[config.mk]
export PLATFORM = sky130hd
export DESIGN_NAME = hold_led_flat
export DESIGN_NICKNAME = d
export VERILOG_FILES = /design/src/rtl/hold_led_if.sv /design/src/rtl/hold_led.sv /design/src/flat_wrapper.sv
export SDC_FILE = /design/constraint.sdc
export NUM_CORES = 1
export LEC_CHECK = 0
export ABC_AREA = 1
export CAP_MARGIN = 5
export CORE_AREA = 2 2 39 41
export DETAILED_ROUTE_END_ITERATION = 8
export DIE_AREA = 0 0 41 43
export PLACE_DENSITY = 0.68
export SLEW_MARGIN = 20
export SYNTH_ARGS = -nofsm -noshare
export SYNTH_HDL_FRONTEND = slang
export SYNTH_SLANG_ARGS = --single-unit
[constraint.sdc]
create_clock -name clk -period 1.05 [get_ports clk]
set_input_delay 0.1575 -clock clk [delete_from_list [all_inputs] [get_ports clk]]
set_output_delay 0.1575 -clock clk [all_outputs]
set_load 0.05 [all_outputs]
[src/rtl/hold_led_if.sv]
// Indicator bus for the hold_led driver: carries the single LED line.
interface hold_led_if;
   logic LED;

   // Driver side owns the LED line.
   modport master (output LED);
   // Consumer side only observes it.
   modport slave  (input  LED);
endinterface

[src/rtl/hold_led.sv]
// Timed indicator driver: after each reset release, LED is high for exactly
// `cycle` clock periods, then stays low until the next reset assertion.
module hold_led #(
   parameter int unsigned cycle = 250
) (
   input  logic       clk,
   input  logic       reset,
   hold_led_if.master bus
);

   localparam int unsigned CntW = $clog2(cycle + 1);
   localparam logic [CntW-1:0] CntLast = CntW'(cycle - 1);

   typedef enum logic [1:0] {
      StArm  = 2'd0,
      StHold = 2'd1,
      StDone = 2'd2
   } state_e;

   state_e          state_q, state_d;
   logic [CntW-1:0] cnt_q, cnt_d;
   logic            led_q, led_d;

   // State, counter and LED flops; reset clears all of them without a clock.
   always_ff @(posedge clk or negedge reset) begin
      if (!reset) begin
         state_q <= StArm;
         cnt_q   <= '0;
         led_q   <= 1'b0;
      end else begin
         state_q <= state_d;
         cnt_q   <= cnt_d;
         led_q   <= led_d;
      end
   end

   // Next-state logic: ARM starts the window, HOLD counts it out, DONE parks.
   always_comb begin
      state_d = state_q;
      cnt_d   = cnt_q;
      led_d   = led_q;
      case (state_q)
         StArm: begin
            state_d = StHold;
            cnt_d   = '0;
            led_d   = 1'b1;
         end
         StHold: begin
            if (cnt_q == CntLast) begin
               state_d = StDone;
               cnt_d   = '0;
               led_d   = 1'b0;
            end else begin
               cnt_d = cnt_q + CntW'(1);
               led_d = 1'b1;
            end
         end
         StDone: begin
            cnt_d = '0;
            led_d = 1'b0;
         end
         // Unused encoding: park safely with the indicator off.
         default: begin
            state_d = StDone;
            cnt_d   = '0;
            led_d   = 1'b0;
         end
      endcase
   end

   // LED is taken straight from its flop.
   assign bus.LED = led_q;

endmodule

[src/flat_wrapper.sv]
// flat-port wrapper written by rule: the top's interface ports become plain ports
module hold_led_flat 
#(
   parameter int unsigned cycle = 250
)
  (clk, reset, bus_LED);
  hold_led_if bus_i ();
  input  logic clk;
  input  logic reset;
  output wire logic [$bits(bus_i.LED)-1:0] bus_LED;
  assign bus_LED = bus_i.LED;
  hold_led #(.cycle(cycle)) u_core (.clk(clk), .reset(reset), .bus(bus_i));
endmodule
**After elaboration in Yosys (flattened, before gate mapping)**

Index checks and enable logic that the tools add are counted.

- Add/sub/neg operators: 1
- Equal/unequal tests: 4
- Multiplexer cells: 6
- Bitwise logic cells: 1
- Reduce and logical (&&, ||, !) cells: 2

Operators by type and width:

| cell | number |
|---|---|
| $mux 8 | 2 |
| $add 8x1->8 const B | 1 |
| $eq 8x8->1 const B | 1 |
| $pmux 2 s3 | 1 |
| $eq 2x1->1 const B | 1 |
| $eq 2x2->1 const B | 1 |
| $logic_not 2->1 | 1 |
| $mux 2 | 1 |
| $ne 2x1->1 const B | 1 |
| $pmux 1 s2 | 1 |
| $reduce_and 2->1 | 1 |
| $mux 1 | 1 |
| $not 1->1 | 1 |

- Register bits after elaboration: 11
- Output and inout bits: 1
- Logic and storage cells: 17

**Depth between registers and ports, before layout**

Gate-level depths: netlist (run 1).

- Word-level depth: 3
- Depth in mapped cells: 8

**Worst setup path after synthesis (run 1)**

Ideal clock, no wire load.

- Kind: flip-flop to flip-flop
- Start: reg u_core.cnt_q[1]
- End: reg u_core.state_q[0]
- Setup time: 128 ps
- Arrival time: 967 ps
- Required time: 922 ps
- Setup slack: -46 ps
- Stages on the path, launching flop included: 8
- Buffers on the path: 0
- Clock period less this slack: 1096 ps
- Cells stage by stage: dfrtp_1 -> inv_1 -> ha_1 -> nand2_1 -> nor2_2 -> nand2_4 -> nand2_8 -> o21ai_0

- Cells in the longest elaborated chain, start to end: 3

Ends and longest elaborated chain:

| what | line | text |
|---|---|---|
| start, declared | hold_led.sv:21 | `logic [CntW-1:0] cnt_q, cnt_d;` |
| start signal, assigned | hold_led.sv:32 | `cnt_q <= cnt_d;` |
| $eq 8x8->1 | hold_led.sv:49 | `if (cnt_q == CntLast) begin` |
| $ne 2x1->1 (no source line) | -- |  |
| $reduce_and 2->1 (no source line) | -- |  |
| end signal, assigned | hold_led.sv:27 | `state_q <= StArm;` |
| end signal, assigned | hold_led.sv:31 | `state_q <= state_d;` |
| end, declared | hold_led.sv:20 | `state_e state_q, state_d;` |

No other way between the ends.
A chain may end at the register's enable or synchronous reset.

**Final worst setup path (run 1)**

- Start: reg u_core.cnt_q[0]
- End: reg u_core.state_q[1]

Same word-level chain as after synthesis.

==> metrics.txt, run 1 <==
register bit total from synthesis 11; RSZ-0062 raised after global routing yes; core box area between 1000 and 1500 µm²; Area growth syn-to-layout 42.8%; Syn Nets 61; Clock Pin Slew Worst Setup and Hold Paths 0.07 ns; Final Max Slew Viols 0; Leak Pwr approximately 0.34 nW; root cell of the clock tree clkbuf_4; Die ar. about 1800 µm²; critical path capture point type flop; initial antenna violation count 0; CTS Buf Count 3; Synth Instances 57; via count 388; worst r2r src u_core.cnt_q[0]; most common cell in the synthesized netlist nor2_1; Area after DPL about 650 µm²; DP Wirelength 641 µm; minimum clock period 1.19 ns; Worst R2R Path Depth 8; M1 WL 480 µm; part of the cycle the worst path needs 113%; share of the synthesized area in the top cell type 50.3%; final setup margin -0.141 ns; CTS H-tree depth 1; top sig layer met3; Fin. Hold Viols 0; VDD IR max a little over 600 µV; met3 wire len 2 µm; relative slew slack 85.0%; Final #Nets 79; fraction of registers with async set/reset 100%; Power Density 914 nW/µm²; Hold Path Class input port to asynchronous set/reset pin; final wirelength ~990 µm; largest net degree at the start of global routing 12; Avg WL per Cell about 11 µm; FF+latch area 277 µm²; Final Power 714 µW; Port Buffers 2; Clock Skews about 0.0025 ns; Die H approximately 43 µm; antenna-violating nets left 0; final setup fails 11; number of synthesized flops with an enable pin 0; f_max 840 MHz; width of the die 41 µm; status finished, violations left; top cells by area, synth dfrtp_1, nor2_1, nand3_1, nand2_1, ha_1; setup TNS -1.18 ns; Overflow after GRT 0; I/O Pins 3; first-pass GRT wire length 1.75 mm; Reg2Reg Setup Slack -0.14 ns; number of antenna diodes 0; DRC viols 0; CTS Sinks 11; Mapped Avg Cell Area 9.59 µm²; Longest Clk Path Bufs 2; Synth area leader dfrtp_1; CTS tree done; share of cells above drive strength 1 48.6%; routed vias/inst ~4.3; yosys warns 0; failing checks setup timing; Post-synth top cells nor2_1, dfrtp_1, nand2_1, nand3_1, inv_1; worst-path maximum fanout 8; Min Hold Slack 0.179 ns; startpoint class of the critical path flop; row count 14; Top FF cell, synth dfrtp_1; footprint of the multi-input gates 315 µm²; GRT Total Usage 15.5%; Max Cap Violations 0; number of global-route vias before repair 410; critical path class flop to flop; sequential fraction of the synthesis area 50.3%; final instance area between 700 and 800 µm²; Mapped Area 547 µm²; Crit path required time between 1 and 1.5 ns; WL met2 a little over 500 µm; Initial Util 39.5%; r2r endpoint u_core.state_q[1]; Initial DRC Count 2; Routability Congestion 0.729; worst slew pin tran 0.226 ns; Worst EP arrival between 1 and 1.5 ns; Netlist cell types 17; Skew-Pair Late Insertion Delay ~0.26 ns; DRT Pass-1 Iters 2; Layout fillers 123
-- worst max path at each step --
stage / startpoint / to / slack [ns] / cells after the start
finish: u_core.cnt_q[0] / u_core.state_q[1] / -0.14 / 8
global route: u_core.cnt_q[0] / u_core.state_q[1] / -0.19 / 8
CTS: u_core.cnt_q[0] / u_core.state_q[1] / -0.11 / 8
detailed placement: u_core.cnt_q[1] / u_core.state_q[0] / -0.13 / 7
global placement: u_core.cnt_q[1] / u_core.state_q[0] / -0.10 / 7
floorplan: u_core.cnt_q[1] / u_core.state_q[0] / -0.05 / 7
-- registers in the layout, indices dropped and copies added, names as in the netlist --
name and flops:
u_core.cnt_q 8, u_core.bus.LED 1, u_core.state_q 2
-- power by group --
| part | switching, mW | leakage [nW] | internal, mW |
|---|---|---|---|
| clock network | 0.129 | 0.0150 | 0.147 |
| logic | 0.00794 | 0.196 | 0.00570 |
| registers | 0 | 0.132 | 0.424 |
| total | 0.137 | 0.343 | 0.576 |
-- cells by family after synthesis --
| kind of cell | after synthesis | share of synthesized area, % |
|---|---|---|
| AOI/OAI and AO/OA | 3 | 4.80 |
| xor gates and xnor gates | 3 | 4.81 |
| adders and majority gates | 2 | 4.58 |
| buffers and inverters | 6 | 4.12 |
| DFF | 11 | 50.3 |
| and+or+nand+nor | 32 | 31.4 |
-- per-layer routing --
| layer | track usage (%) | vias up |
|---|---|---|
| li1 | - | 212 |
| met5 | 0 | - |
| met2 | 21.9 | 2 |
| met4 | 12.0 | 0 |
| met1 | 20.6 | 174 |
| met3 | 1.57 | 0 |
-- layout by cell type (no fill, tap or decap), types with 2 or more instances in the layout --
master / synthesis / layout
clkbuf_4: 0 / 3
inv_2: 2 / 3
inv_1: 4 / 3
ha_4: 0 / 2
buf_4: 0 / 9
nor2_4: 2 / 4
nand2_1: 8 / 7
xor2_1: 2 / 2
nand3_2: 0 / 2
buf_6: 0 / 2
nor2_2: 1 / 3
nor2_1: 12 / 8
nand3_1: 6 / 4
dfrtp_1: 11 / 10
nand2_4: 1 / 2
-- layout make-up --
type                       instances  share of cell area (%)
clock buffer                       4                    3.37
multi-input combinational         40                    40.4
sequential                        11                    35.4
timing repair buffer              13                    15.4
inverter                           6                    2.88
tap                               16                    2.56
-- worst max-delay path, stage by stage, from the launching register on --
cell	delay, ns
dfrtp_1	0.42
buf_6	0.14
ha_4	0.15
nand2_4	0.06
nor2_4	0.04
nand2_4	0.08
nand2_8	0.08
o21ai_4	0.08
inv_2	0.04
-- per-stage QoR --
step	std cells	setup WS, ns	util, %
2_1_floorplan	57	-0.0458	-
3_3_place_gp	82	-0.104	46.9
4_1_cts	89	-0.110	54.2
5_1_grt	90	-0.195	56.4
6_report	90	-0.141	56.4
3_5_place_dp	82	-0.133	46.9
-- what timing repair did --
item	CTS	global route
setup endpoints to repair	11	11
gates resized for setup	15	5
setup buffers	3	1
hold buffers	0	0
pin swaps	6	5
endpoints found under the hold margin	0	0
(Power assumes the default switching activity.)
==> inputs of run 2 (changes only) <==
- PLACE_DENSITY: 0.68 -> 0.65
- SLEW_MARGIN: 20 -> unset
- clock period: 1.05 -> 1.44 ns (I/O delays scaled with it)
==> run 2 against run 1 <==
Effect of this change:
- the run now ends clean
- non-clock buffer count decreased by 11
- power decreased by 27%
- die area unchanged
- setup slack improved by 0.42 ns
- sequential power decreased by 27%
- utilization decreased by 12 points
- clock power decreased by 25%
- flip-flop and latch count unchanged
- final cell count decreased by 12%
- first-iteration DRC count increased by 100%
- maximum frequency increased by 2.3%
- critical endpoint is now u_core.cnt_q[6]
- largest cell class is now flip-flops and latches
==> metrics.txt, run 2 (synthesis results as in run 1) <==
worst r2r src u_core.cnt_q[0]; Post-Place Cells 75 (-8.5%); number of global-route vias before repair 321 (-22%); Die ar. 1760 µm² (unchanged); antenna-violating nets left 0 (unchanged); Worst EP arrival 1.37 ns (+0.02 ns); Worst R2R Path Depth 7 (-1); Layout fillers 145 (+18%); part of the cycle the worst path needs 80.8% (-33 points); final setup fails 0 (-11); Overflow after GRT 0 (unchanged); Routability Congestion 0.657 (-9.9%); Fin. Hold Viols 0 (unchanged); worst slew pin tran 0.477 ns (+0.251 ns); Clock Pin Slew Worst Setup and Hold Paths 0.07 ns (about the same); DP Wirelength 562 µm (-12%); cell family with most CP delay simple AND/OR/NAND/NOR gates; # Post-CTS Setup Buffers 0 (-3); Area after DPL 584 µm² (-10%); Area growth syn-to-layout 11.7%; critical path's most frequent cell nand2_1; first-pass GRT wire length 1.23 mm (-30%); final wirelength 762 µm (-23%); share of cells above drive strength 1 20.6% (-28 points); setup TNS 0 ns (+1.18 ns); Max Cap Violations 0 (unchanged); critical path class flop to flop; hold bufs inserted after CTS 0 (unchanged); relative slew slack 68.1% (-17 points); GRT Total Usage 10.9% (-4.5 points); VDD IR max 398 µV (-36%); CTS Buf Count 3 (unchanged); Top reg by flops u_core.cnt_q; width of the die 41 µm (unchanged); Final #Nets 68 (-14%); CTS Sinks 11 (unchanged); Hold Path Class input port to asynchronous set/reset pin; sequence of cells on the critical path ha_1 -> nand2_1 -> nor2_1 -> nand2_1 -> nand2_1 -> nand2_1 -> nor2_1; Skew-Pair Late Insertion Delay 0.27 ns (about the same); largest net degree at the start of global routing 12 (unchanged); via count 354 (-8.8%); Reg2Reg Setup Slack 0.28 ns (+0.42 ns); routed vias/inst 4.48 (+3.9%); RSZ-0062 raised after global routing no; Port Buffers 2 (unchanged); root cell of the clock tree clkbuf_4; Initial DRC Count 4 (+2); critical path capture point type flop; DRT Pass-1 Iters 4 (+2); minimum clock period 1.16 ns (-0.0271 ns); Final Power 524 µW (-27%); commonest non-fill, non-tap cell in the layout nor2_1; number of antenna diodes 0 (unchanged); I/O Pins 3 (unchanged); Max stage delay on crit path 0.42 ns (about the same); CTS tree done; row count 14 (unchanged); final instance area 611 µm² (-22%); core box area 1380 µm² (unchanged); f_max 859 MHz (+2.3%); startpoint class of the critical path flop; Layout Cells excl Fill 79 (-12%); Power Density 858 nW/µm² (-6.1%); max reg flops 8 (unchanged); Longest Clk Path Bufs 2 (unchanged); status finished, final reports clean; Final Max Slew Viols 0 (unchanged); Clock Skews 0.00360 ns (+0.00111 ns); Avg WL per Cell 9.65 µm (-12%); Leak Pwr 0.281 nW (-18%); WP buf/inv 0 (-2); Crit path required time 1.64 ns (+0.43 ns); most frequent cells in the layout nor2_1, dfrtp_1, nand2_1; initial antenna violation count 0 (unchanged); r2r endpoint u_core.cnt_q[6]; Gates resized, CTS repair 0 (-15); worst-path maximum fanout 5 (-3); CTS H-tree depth 1 (unchanged); critical path's slowest cell dfrtp_1; DRC viols 0 (unchanged); Initial Util 39.5% (unchanged); Die H 43 µm (unchanged)
## run 2: where the power goes
| group | leakage, nW | internal, mW | switching [mW] | total [mW] |
|---|---|---|---|---|
| clock | 0.0150 | 0.107 | 0.100 | 0.207 |
| sequential | 0.133 | 0.309 | 0 | 0.309 |
| combinational | 0.133 | 0.00239 | 0.00555 | 0.00794 |
## run 2: layer usage
metal	global-route usage (%)	wire length, µm	up-vias
met5	0	0	-
met4	10.0	14	0
met3	3.14	11	2
met2	14.4	345	4
met1	13.6	391	156
li1	-	-	192
## run 2: how the worst max path moves through the flow
stage                         start                 to  slack, ns  depth (start not counted)
floorplan           u_core.cnt_q[1]  u_core.state_q[0]       0.34                          7
global route        u_core.cnt_q[0]    u_core.cnt_q[6]       0.08                          7
global placement    u_core.cnt_q[1]  u_core.state_q[0]       0.28                          7
detailed placement  u_core.cnt_q[1]  u_core.state_q[0]       0.26                          7
CTS                 u_core.cnt_q[0]    u_core.cnt_q[6]       0.25                          7
finish              u_core.cnt_q[0]    u_core.cnt_q[6]       0.28                          7
## run 2: worst reg2reg max path: stages (launching register included)
cell and delay (ns):
dfrtp_1 0.42, ha_1 0.25, nand2_1 0.07, nor2_1 0.13, nand2_1 0.06, nand2_1 0.05
nand2_1 0.05, nor2_1 0.07
## run 2: layout make-up
| cell class | instances | area [µm²] | area share [%] |
|---|---|---|---|
| flip-flops and latches | 11 | 275 | 45.1 |
| well taps | 16 | 20.0 | 3.28 |
| inverters | 6 | 22.5 | 3.69 |
| repair buffers | 2 | 17.5 | 2.87 |
| clock buffers | 4 | 26.3 | 4.30 |
| multi-input cells | 40 | 249 | 40.8 |
## run 2: per-stage QoR
step	util, %	hold slack (ns)	worst slack (ns)
2_1_floorplan	-	-0.0796	0.344
3_3_place_gp	42.2	0.488	0.276
3_5_place_dp	42.2	0.508	0.261
4_1_cts	44.1	0.281	0.252
5_1_grt	44.1	0.304	0.0818
6_report	44.1	0.270	0.276
